`src/rtl/gorev_sirala.sv`:
```
// Task scheduler: queues task codes, starts the task unit, admits one frame of pixels per task
// and counts output beats to completion. GRV_ZAMAN_ASIMI_EN adds an idle watchdog.
`timescale 1ns/1ps
module gorev_sirala #(
  parameter int unsigned GRV_BIT       = 3,
  parameter int unsigned FIFO_DERINLIK = 4,
  parameter int unsigned PIKSEL_SAYISI = 76800,
  parameter int unsigned HIST_CIKTI    = 768,
  parameter int unsigned SAYAC_BIT     = 17,
  parameter int unsigned ZAMAN_ASIMI   = 4096
) (
  input  logic               clk_i,
  input  logic               rstn_i,
  input  logic               gorev_gecerli_i,
  input  logic [GRV_BIT-1:0] gorev_i,
  output logic               gorev_hazir_o,
  output logic               basla_o,
  output logic [GRV_BIT-1:0] gorev_o,
  input  logic               kaynak_etkin_i,
  output logic               kaynak_hazir_o,
  output logic               birim_etkin_o,
  input  logic               birim_etkin_i,
  input  logic               stal_i,
  output logic               stal_o,
  output logic               mesgul_o,
  output logic               bitti_o,
  output logic               hata_o
);

  localparam int unsigned PtrW = (FIFO_DERINLIK > 1) ? $clog2(FIFO_DERINLIK) : 1;

  // Task codes: 1 = G_SXY ... 4 = H (histogram) ... 6 = G2BW_E
  localparam logic [GRV_BIT-1:0]   GrvIlk      = GRV_BIT'(1);
  localparam logic [GRV_BIT-1:0]   GrvHist     = GRV_BIT'(4);
  localparam logic [GRV_BIT-1:0]   GrvSon      = GRV_BIT'(6);
  localparam logic [SAYAC_BIT-1:0] PikselHedef = SAYAC_BIT'(PIKSEL_SAYISI);
  localparam logic [SAYAC_BIT-1:0] HistHedef   = SAYAC_BIT'(HIST_CIKTI);
  localparam logic [SAYAC_BIT-1:0] SayBir      = SAYAC_BIT'(1);
  localparam logic [PtrW-1:0]      PtrBir      = PtrW'(1);
  localparam logic [PtrW:0]        DolBir      = (PtrW + 1)'(1);
  localparam logic [PtrW:0]        DolMax      = (PtrW + 1)'(FIFO_DERINLIK);

  typedef enum logic [2:0] {StBos, StYukle, StAkis, StBosalt, StBitti} durum_e;

  durum_e               durum_q, durum_d;
  logic [GRV_BIT-1:0]   fifo_q [FIFO_DERINLIK];
  logic [PtrW-1:0]      yaz_ptr_q, oku_ptr_q;
  logic [PtrW:0]        doluluk_q, doluluk_d;
  logic [GRV_BIT-1:0]   aktif_q, aktif_d;
  logic [SAYAC_BIT-1:0] giris_q, giris_d, cikis_q, cikis_d, hedef;
  logic                 hata_q, hata_d;
  logic                 bos, dolu, push, pop, kod_gecerli;
  logic                 giris_vurus, cikis_vurus;
  logic [GRV_BIT-1:0]   bas_kod;

`ifdef GRV_ZAMAN_ASIMI_EN
  localparam int unsigned       BekW     = $clog2(ZAMAN_ASIMI + 1);
  localparam logic [BekW-1:0]   BekSinir = BekW'(ZAMAN_ASIMI);
  localparam logic [BekW-1:0]   BekBir   = BekW'(1);
  logic [BekW-1:0]              bekle_q, bekle_d;
`endif

  assign bos         = (doluluk_q == '0);
  assign dolu        = (doluluk_q == DolMax);
  assign push        = gorev_gecerli_i && !dolu;
  assign bas_kod     = fifo_q[oku_ptr_q];
  assign kod_gecerli = (bas_kod >= GrvIlk) && (bas_kod <= GrvSon);
  assign hedef       = (aktif_q == GrvHist) ? HistHedef : PikselHedef;

  always_comb begin
    doluluk_d = doluluk_q;
    if (push && !pop)      doluluk_d = doluluk_q + DolBir;
    else if (pop && !push) doluluk_d = doluluk_q - DolBir;
  end

  always_ff @(posedge clk_i) begin
    if (push) fifo_q[yaz_ptr_q] <= gorev_i;
  end

  always_comb begin
    durum_d        = durum_q;
    aktif_d        = aktif_q;
    giris_d        = giris_q;
    cikis_d        = cikis_q;
    hata_d         = 1'b0;
    pop            = 1'b0;
    kaynak_hazir_o = 1'b0;
    giris_vurus    = 1'b0;
    cikis_vurus    = 1'b0;
`ifdef GRV_ZAMAN_ASIMI_EN
    bekle_d        = '0;
`endif
    unique case (durum_q)
      StBos, StBitti: begin
        // Stall holds the queue head; a stalled BITTI still ends after one cycle.
        durum_d = StBos;
        if (!stal_i && !bos) begin
          pop = 1'b1;
          if (kod_gecerli) begin
            aktif_d = bas_kod;
            durum_d = StYukle;
          end else begin
            hata_d = 1'b1;
          end
        end
      end
      StYukle: begin
        giris_d = '0;
        cikis_d = '0;
        if (!stal_i) durum_d = StAkis;
      end
      StAkis, StBosalt: begin
        kaynak_hazir_o = (durum_q == StAkis) && !stal_i && (giris_q < PikselHedef);
        giris_vurus    = kaynak_etkin_i && kaynak_hazir_o;
        cikis_vurus    = birim_etkin_i && !stal_i && (cikis_q < hedef);
        if (giris_vurus) giris_d = giris_q + SayBir;
        if (cikis_vurus) cikis_d = cikis_q + SayBir;
        if (cikis_d == hedef) begin
          durum_d = StBitti;
        end else if ((durum_q == StAkis) && (giris_d == PikselHedef)) begin
          durum_d = StBosalt;
        end
`ifdef GRV_ZAMAN_ASIMI_EN
        if (stal_i)                          bekle_d = bekle_q;
        else if (giris_vurus || cikis_vurus) bekle_d = '0;
        else                                 bekle_d = bekle_q + BekBir;
        if (!stal_i && (bekle_d == BekSinir) && (durum_d != StBitti)) begin
          hata_d  = 1'b1;
          durum_d = StBos;
        end
`endif
      end
      default: durum_d = StBos;
    endcase
  end

  always_ff @(posedge clk_i or negedge rstn_i) begin
    if (!rstn_i) begin
      durum_q   <= StBos;
      yaz_ptr_q <= '0;
      oku_ptr_q <= '0;
      doluluk_q <= '0;
      aktif_q   <= '0;
      giris_q   <= '0;
      cikis_q   <= '0;
      hata_q    <= 1'b0;
`ifdef GRV_ZAMAN_ASIMI_EN
      bekle_q   <= '0;
`endif
    end else begin
      durum_q   <= durum_d;
      doluluk_q <= doluluk_d;
      aktif_q   <= aktif_d;
      giris_q   <= giris_d;
      cikis_q   <= cikis_d;
      hata_q    <= hata_d;
      if (push) yaz_ptr_q <= yaz_ptr_q + PtrBir;
      if (pop)  oku_ptr_q <= oku_ptr_q + PtrBir;
`ifdef GRV_ZAMAN_ASIMI_EN
      bekle_q   <= bekle_d;
`endif
    end
  end

  assign gorev_hazir_o = !dolu;
  assign basla_o       = (durum_q == StYukle);
  assign gorev_o       = aktif_q;
  assign birim_etkin_o = giris_vurus;
  assign stal_o        = stal_i;
  assign mesgul_o      = (durum_q != StBos);
  assign bitti_o       = (durum_q == StBitti);
  assign hata_o        = hata_q;

endmodule

```
`config.mk`:
```
export PLATFORM = sky130hd
export DESIGN_NAME = gorev_sirala
export DESIGN_NICKNAME = d
export VERILOG_FILES = /design/src/rtl/gorev_sirala.sv
export SDC_FILE = /design/constraint.sdc
export NUM_CORES = 1
export LEC_CHECK = 0
export CAP_MARGIN = 40
export CORE_MARGIN = 2
export CORE_UTILIZATION = 60
export DETAILED_ROUTE_END_ITERATION = 7
export PLACE_DENSITY = 0.8
export SYNTH_ARGS = -nofsm -noshare
export SYNTH_HDL_FRONTEND = slang
export SYNTH_SLANG_ARGS = --single-unit
```
`constraint.sdc`:
```
create_clock -name clk_i -period 4.8 [get_ports clk_i]
set_input_delay 1.44 -clock clk_i [delete_from_list [all_inputs] [get_ports clk_i]]
set_output_delay 1.44 -clock clk_i [all_outputs]
set_load 0.05 [all_outputs]
```
==> impl_metrics.prom, run 1 <==
# TYPE chip_impl_metric gauge
chip_impl_info{name="outcome",value="finished, final reports clean"} 1
chip_impl_metric{name="cp_data_arrival_time",unit="ns"} 3.20
chip_impl_metric{name="number_of_synthesized_flops_with_an_enable_pin",unit=""} 12
chip_impl_metric{name="hold_buffers",unit=""} 0
chip_impl_info{name="cts-root-buf",value="clkbuf_8"} 1
chip_impl_metric{name="drt-pass1-iter-count",unit=""} 6
chip_impl_info{name="ys_dominant_reg_cell",value="dfrtp_1"} 1
chip_impl_metric{name="finalCritPeriodShare",unit="%"} 96.7
chip_impl_metric{name="final.setup.tns",unit="ns"} 0
chip_impl_metric{name="synth.avg_cell_area",unit="sq um"} 9.71
chip_impl_info{name="main_combinational_cell_family_by_area_after_synthesis",value="simple AND/OR/NAND/NOR gates"} 1
chip_impl_metric{name="antennaDiodeCount",unit=""} 0
chip_impl_metric{name="synth_top_area_share",unit="%"} 32.6
chip_impl_metric{name="ys_seq_elements",unit=""} 60
chip_impl_metric{name="finalWeightedCongestion",unit=""} 0.901
chip_impl_metric{name="setup_viol_count_final",unit=""} 0
chip_impl_metric{name="first_pass_grt_wire_length",unit="microns"} 14800
chip_impl_metric{name="power_per_cell_area",unit="nW/um^2"} 368
chip_impl_metric{name="critPathMaxFanout",unit=""} 5
chip_impl_metric{name="first_global_vias",unit=""} 3104
chip_impl_metric{name="post_synth_xor_area_fraction",unit="%"} 3.57
chip_impl_metric{name="drt_iter0_drc",unit=""} 246
chip_impl_metric{name="cts_max_level",unit=""} 3
chip_impl_info{name="netlist_top_cells_count",value="48 x dfrtp_1, 29 x o21ai_0, 27 x nand2_1, 20 x nor2_1, 18 x a21oi_1"} 1
chip_impl_info{name="cell_taking_the_most_area_after_synthesis",value="dfrtp_1"} 1
chip_impl_info{name="cts_tree",value="built"} 1
chip_impl_info{name="hp-class",value="flip-flop to flip-flop"} 1
chip_impl_metric{name="finalMaxSlewViolations",unit=""} 0
chip_impl_metric{name="antenna_found_initial",unit=""} 0
chip_impl_info{name="synthMostInstantiatedCell",value="dfrtp_1"} 1
chip_impl_metric{name="maximum_resistive_drop_on_vdd",unit="V"} 0.000432
chip_impl_metric{name="grt_overflow_total",unit=""} 0
chip_impl_metric{name="timing.slew.headroom",unit="%"} 39.7
chip_impl_metric{name="grt_max_degree",unit=""} 28
chip_impl_metric{name="ys_warn_count",unit=""} 0
chip_impl_metric{name="measured_slew_at_the_worst_slew_check_pin",unit="ns"} 0.905
chip_impl_metric{name="route.antenna.remaining_nets",unit=""} 0
chip_impl_metric{name="synth_mux_area_share",unit="%"} 7.04
chip_impl_metric{name="dr_total_vias",unit=""} 3158
chip_impl_info{name="setup_repair_after_global_routing_missed_its_margin",value="no"} 1
chip_impl_metric{name="netlist_area",unit="sq um"} 3680
chip_impl_metric{name="synth_cell_type_count",unit=""} 61
chip_impl_metric{name="drive_gt1_share",unit="%"} 12.8
chip_impl_metric{name="port-buffer-count",unit=""} 19
chip_impl_metric{name="achievable_freq",unit="GHz"} 0.215
chip_impl_metric{name="clk_latency",unit="ns"} 0.35
chip_impl_metric{name="detailedPlacementHpwl",unit="microns"} 5880
chip_impl_metric{name="horizontal_extent_of_the_die",unit="microns"} 82.3
chip_impl_metric{name="fp.dieH",unit="microns"} 82.3
chip_impl_info{name="critPathLaunchType",value="input port"} 1
chip_impl_metric{name="final_period_minus_worst_setup_slack",unit="ns"} 4.64
chip_impl_metric{name="syn_inst",unit=""} 379
chip_impl_metric{name="synth_seq_area_share",unit="%"} 42.4
chip_impl_metric{name="wl_per_cell",unit="microns"} 18.4
chip_impl_metric{name="route.final.wire_length",unit="microns"} 8680
chip_impl_metric{name="placeableCoreArea",unit="sq um"} 5920
chip_impl_metric{name="cts.clk_slew.worst_paths",unit="ns"} 0.08
chip_impl_metric{name="design.die.area",unit="sq um"} 6780
chip_impl_metric{name="synthSimpleGateAreaFrac",unit="%"} 21.3
chip_impl_metric{name="mappedNetlistNets",unit=""} 397
chip_impl_metric{name="cts_max_path_buffers",unit=""} 2
chip_impl_metric{name="globalRouteTotalUtil",unit="%"} 29.2
chip_impl_metric{name="initial_utilization",unit="%"} 62.2
chip_impl_metric{name="cts_setup_buffers",unit=""} 0
chip_impl_metric{name="ctsResizeCount",unit=""} 0
chip_impl_metric{name="cp_data_required_time",unit="ns"} 3.36
chip_impl_metric{name="layout.nets",unit=""} 411
chip_impl_metric{name="rows",unit=""} 28
chip_impl_metric{name="fin_worst_hold_slack",unit="ns"} 0.512
chip_impl_metric{name="post_synth_fa_ha_maj_area_fraction",unit="%"} 3.26
chip_impl_metric{name="tritoncts.num_buffers",unit=""} 9
chip_impl_metric{name="finalHoldViolations",unit=""} 0
chip_impl_metric{name="clock-skew-final",unit="ns"} 0.0105
chip_impl_metric{name="synth-compound-area-share",unit="%"} 18.4
chip_impl_metric{name="pin_count",unit=""} 20
chip_impl_metric{name="cellLeakagePower",unit="nW"} 1.64
chip_impl_metric{name="finish.utilization",unit="%"} 70.7
chip_impl_info{name="critPathKind",value="input port to output pin"} 1
chip_impl_metric{name="viasPerCell",unit=""} 6.68
chip_impl_metric{name="asyncSetResetFlopFracSynth",unit="%"} 80.0
chip_impl_info{name="critical_path.endpoint_type",value="output pin"} 1
chip_impl_info{name="synth_top_cells_by_area",value="dfrtp_1 33%, edfxtp_1 9.8%, o21ai_0 3.9%"} 1
chip_impl_metric{name="remaining_drc_errors",unit=""} 0
chip_impl_metric{name="layout_area_growth_over_synthesis",unit="%"} 13.7
chip_impl_metric{name="cts.sink_count",unit=""} 60
chip_impl_metric{name="cap_viol_max_count",unit=""} 0
-- critical path, cell delays in order --
cell and delay [ns]:
clkdlybuf4s50_1 0.46, or3_4 0.46, or2_2 0.33, inv_1 0.08
nand2_1 0.08, inv_1 0.19, buf_12 0.17
-- where the power goes --
group / switching (mW) / internal (mW)
registers: 0.0862 / 0.598
clock network: 0.229 / 0.348
logic: 0.147 / 0.129
-- layout make-up --
type	instances	area, sq um
clock buffers	9	124
clock inverters	7	124
fillers	436	1740
inverters	11	41.3
multi-input cells	285	1970
flip-flops and latches	60	1560
well taps	75	93.8
repair buffers	26	270
-- kinds of logic (layout without fill, tap and decap cells) --
logic type	count (synthesis)	count (layout)
AO/OA/AOI/OAI	99	99
multiplexers	21	21
flip-flops	60	60
adder cells (fa/ha/maj)	9	9
buffers and inverters	34	53
XOR/XNOR	15	15
AND/OR/NAND/NOR	141	141
-- metrics by stage --
step           area, sq um  power [mW]  cells  worst slack [ns]
2_1_floorplan         3680       0.880    379             0.175
3_3_place_gp          3920       0.951    456             0.200
3_5_place_dp          3940       0.966    457             0.192
4_1_cts               4180        1.54    473             0.159
5_1_grt               4180        1.62    473            0.0201
6_report              4180        1.54    473             0.159
-- state kept, by name, summed over array words and instances, names as in the netlist --
signal / cells
yaz_ptr_q: 2
fifo_q: 12
cikis_q: 17
durum_q: 3
hata_o: 1
doluluk_q: 3
oku_ptr_q: 2
gorev_o: 3
giris_q: 17
-- layout by cell type (no fill, tap or decap), types with 3 or more instances in the layout --
cell type,Yosys,routed
xnor2_1,8,8
nor2b_1,3,3
a2111oi_2,3,3
mux2i_1,9,9
nor2_1,20,20
ha_1,8,8
o21a_1,4,4
and4_1,5,5
o21ai_0,29,29
a21oi_1,18,18
buf_4,1,6
inv_1,11,11
o22ai_1,5,5
bufinv_16,0,3
nand4b_1,3,3
buf_12,0,3
clkdlybuf4s50_1,0,16
mux4_2,3,3
mux2_2,9,9
a211oi_1,3,3
nand2_1,27,27
nor3_1,15,15
nand3_1,17,17
o31ai_1,4,4
a31oi_1,11,11
dfrtp_1,48,48
xor2_1,7,7
nand4_1,10,10
edfxtp_1,12,12
or3_1,3,3
and3_1,13,13
a41oi_1,3,3
o211ai_1,4,4
clkbuf_8,0,9
and2_1,6,6
-- path summary, 6_finish.rpt --
kind,startpoint,endpoint,slack [ns],depth (start not counted)
max in group asynchronous,rstn_i,giris_q[13]$_DFFE_PN0P_,3.19,2
hold / removal,doluluk_q[2]$_DFFE_PN0P_,doluluk_q[2]$_DFFE_PN0P_,0.51,1
setup reg to reg,gorev_o[1]$_DFFE_PN0P_,durum_q[1]$_DFFE_PN0P_,0.94,10
min in group asynchronous,rstn_i,cikis_q[6]$_DFFE_PN0P_,1.07,1
hold reg to reg,doluluk_q[2]$_DFFE_PN0P_,doluluk_q[2]$_DFFE_PN0P_,0.51,1
setup / recovery,stal_i,birim_etkin_o,0.16,7
-- layer usage --
layer,up-vias,global-route usage (%),wire (microns)
met5,-,0,0
met4,0,17.2,316
met3,38,6.09,437
met2,130,47.6,4310
met1,1516,35.6,3620
li1,1474,-,-
Power figures use the tool's default switching activity.
==> run 2, diff against run 1 <==
CORE_MARGIN = 1   (was 2)
==> run 2 against run 1 <==
Compared with the run above:
- setup slack gained 0.063 ns
- clock power decreased by 31%
- clock-buffer cell count increased by 1
- routed wire length shrank 4.8%
- first-iteration DRC count is 35% lower
- largest cell class unchanged
==> impl_metrics.prom, run 2 (same netlist as run 1, synthesis figures left out) <==
# TYPE chip_impl_metric gauge
chip_impl_info{name="outcome",value="finished, final reports clean"} 1
chip_impl_metric{name="grt_overflow_total",unit=""} 0
chip_impl_metric{name="timing.critical_path.buf_inv",unit=""} 4
chip_impl_info{name="critical_path_cell_by_cell",value="clkdlybuf4s50_1, or3_4, or2_2, inv_1, nand2_1, inv_1, buf_12"} 1
chip_impl_metric{name="horizontal_extent_of_the_die",unit="microns"} 80.3
chip_impl_metric{name="cts.sink_count",unit=""} 60
chip_impl_info{name="cts-root-buf",value="clkbuf_8"} 1
chip_impl_metric{name="route.antenna.remaining_nets",unit=""} 0
chip_impl_metric{name="antenna_found_initial",unit=""} 0
chip_impl_metric{name="clk_latency",unit="ns"} 0.35
chip_impl_metric{name="achievable_freq",unit="GHz"} 0.218
chip_impl_metric{name="maximum_resistive_drop_on_vdd",unit="V"} 0.000325
chip_impl_metric{name="max_stage_delay",unit="ns"} 0.44
chip_impl_metric{name="drive_gt1_share",unit="%"} 12.3
chip_impl_metric{name="critPathMaxFanout",unit=""} 5
chip_impl_info{name="largestRegisters",value="cikis_q x17, giris_q x17, fifo_q x12"} 1
chip_impl_metric{name="seq_power_share",unit="%"} 50.4
chip_impl_metric{name="dp_cells",unit=""} 457
chip_impl_metric{name="drt_iter0_drc",unit=""} 160
chip_impl_metric{name="cp_data_arrival_time",unit="ns"} 3.14
chip_impl_metric{name="cellLeakagePower",unit="nW"} 1.60
chip_impl_metric{name="measured_slew_at_the_worst_slew_check_pin",unit="ns"} 0.832
chip_impl_metric{name="final.setup.tns",unit="ns"} 0
chip_impl_metric{name="dr_total_vias",unit=""} 3028
chip_impl_metric{name="viasPerCell",unit=""} 6.40
chip_impl_metric{name="layout.nets",unit=""} 411
chip_impl_metric{name="placeableCoreArea",unit="sq um"} 5920
chip_impl_metric{name="num-fill-cells",unit=""} 452
chip_impl_metric{name="cts_max_level",unit=""} 3
chip_impl_metric{name="fp.dieH",unit="microns"} 80.3
chip_impl_metric{name="initial_utilization",unit="%"} 62.2
chip_impl_metric{name="cp_data_required_time",unit="ns"} 3.36
chip_impl_metric{name="ctsResizeCount",unit=""} 0
chip_impl_metric{name="switching_power",unit="mW"} 0.449
chip_impl_info{name="setup_repair_after_global_routing_missed_its_margin",value="no"} 1
chip_impl_info{name="cpMaxStageDelayCell",value="or3_4"} 1
chip_impl_metric{name="port-buffer-count",unit=""} 19
chip_impl_metric{name="cap_viol_max_count",unit=""} 0
chip_impl_metric{name="combPwrFrac",unit="%"} 20.5
chip_impl_metric{name="final_period_minus_worst_setup_slack",unit="ns"} 4.58
chip_impl_info{name="hp-class",value="flip-flop to flip-flop"} 1
chip_impl_metric{name="remaining_drc_errors",unit=""} 0
chip_impl_metric{name="first_pass_grt_wire_length",unit="microns"} 13800
chip_impl_info{name="timing.critical_path.max_delay_family",value="buffers and inverters"} 1
chip_impl_metric{name="finalWeightedCongestion",unit=""} 0.878
chip_impl_metric{name="tritoncts.num_buffers",unit=""} 9
chip_impl_metric{name="timing.slew.headroom",unit="%"} 44.5
chip_impl_info{name="critical_path.endpoint_type",value="output pin"} 1
chip_impl_metric{name="hold_buffers",unit=""} 0
chip_impl_metric{name="clock-skew-final",unit="ns"} 0.00627
chip_impl_metric{name="setup_viol_count_final",unit=""} 0
chip_impl_metric{name="cts_setup_buffers",unit=""} 0
chip_impl_metric{name="drt-pass1-iter-count",unit=""} 5
chip_impl_metric{name="detailedPlacementHpwl",unit="microns"} 5740
chip_impl_metric{name="rows",unit=""} 28
chip_impl_metric{name="power.switching_fraction",unit="%"} 32.9
chip_impl_info{name="critPathLaunchType",value="input port"} 1
chip_impl_metric{name="first_global_vias",unit=""} 2895
chip_impl_metric{name="internal_power",unit="mW"} 0.915
chip_impl_metric{name="wl_per_cell",unit="microns"} 17.5
chip_impl_metric{name="antennaDiodeCount",unit=""} 0
chip_impl_metric{name="route.final.wire_length",unit="microns"} 8260
chip_impl_metric{name="layout_area_growth_over_synthesis",unit="%"} 11.6
chip_impl_metric{name="finalCritPeriodShare",unit="%"} 95.4
chip_impl_info{name="layout_common_cells",value="48 x dfrtp_1, 29 x o21ai_0, 27 x nand2_1, 20 x nor2_1, 18 x a21oi_1"} 1
chip_impl_metric{name="grt_max_degree",unit=""} 33
chip_impl_metric{name="globalRouteTotalUtil",unit="%"} 28.7
chip_impl_metric{name="power_per_cell_area",unit="nW/um^2"} 332
chip_impl_metric{name="cts_max_path_buffers",unit=""} 2
chip_impl_metric{name="pin_count",unit=""} 20
chip_impl_metric{name="clockPowerShare",unit="%"} 29.1
chip_impl_metric{name="design.die.area",unit="sq um"} 6450
chip_impl_info{name="cts_tree",value="built"} 1
chip_impl_metric{name="finalMaxSlewViolations",unit=""} 0
chip_impl_metric{name="post_layout_nonfiller_instances",unit=""} 473
chip_impl_metric{name="seqCellArea",unit="sq um"} 1560
chip_impl_metric{name="cts.clk_slew.worst_paths",unit="ns"} 0.07
chip_impl_info{name="layout_commonest_cell",value="dfrtp_1"} 1
chip_impl_info{name="critPathKind",value="input port to output pin"} 1
chip_impl_metric{name="finalHoldViolations",unit=""} 0
chip_impl_metric{name="multi_input_comb_area",unit="sq um"} 1970
chip_impl_info{name="path_common_cell",value="inv_1"} 1
-- run 2: worst paths after layout --
check	start	endpoint	slack, ns	cells past startpoint
min in group asynchronous	rstn_i	cikis_q[3]$_DFFE_PN0P_	1.02	1
setup reg to reg	gorev_o[1]$_DFFE_PN0P_	durum_q[2]$_DFFE_PN0P_	0.86	10
setup / recovery	stal_i	birim_etkin_o	0.22	7
hold / removal	doluluk_q[2]$_DFFE_PN0P_	doluluk_q[2]$_DFFE_PN0P_	0.53	1
hold reg to reg	doluluk_q[2]$_DFFE_PN0P_	doluluk_q[2]$_DFFE_PN0P_	0.53	1
max in group asynchronous	rstn_i	yaz_ptr_q[1]$_DFFE_PN0P_	3.28	2
-- run 2: through the flow --
stage	setup WS, ns	area [sq um]	total power [mW]	hold slack (ns)	utilization [%]
floorplan	0.175	3680	0.880	0.465	-
global placement	0.256	3910	0.954	0.487	66.0
detailed placement	0.237	3940	0.969	0.518	66.5
CTS	0.227	4110	1.37	0.525	69.3
global route	0.159	4110	1.44	0.542	69.3
finish	0.222	4110	1.36	0.526	69.3
-- run 2: area by class of cell --
cell class                 count  share of cell area (%)
sequential                    60                    38.0
timing repair buffer          26                    6.58
clock buffer                  10                    3.11
tap                           75                    2.29
multi-input combinational    285                    48.0
clock inverter                 6                    1.01
inverter                      11                    1.01
-- run 2: power groups by stage --
stage          clock network [mW]  logic [mW]  registers (mW)
6_report                    0.397       0.279           0.687
5_1_grt                     0.428       0.311           0.698
3_5_place_dp                    0       0.273           0.695
4_1_cts                     0.402       0.281           0.685
3_3_place_gp                    0       0.265           0.689
2_1_floorplan                   0       0.215           0.665
-- run 2: worst register-to-register path, delay by kind of cell (launching register included) --
kind	cells	cell delay [ns]
DFF	1	0.40
adders and majority gates	1	0.36
AOI/OAI and AO/OA	6	1.98
and+or+nand+nor	2	0.75
muxes	1	0.40
-- run 2: metal layers --
metal / vias up / routed length [microns] / GRT usage (%)
met1: 1438 / 3600 / 35.8
met5: - / 0 / 0
li1: 1457 / - / -
met4: 0 / 249 / 15.0
met3: 30 / 414 / 7.05
met2: 103 / 4000 / 46.1
==> run 3, diff against run 2 <==
CORE_MARGIN = not set   (was 1)
==> results of run 3 <==
No change in the layout: final DEF, timing and power equal those of run 2.
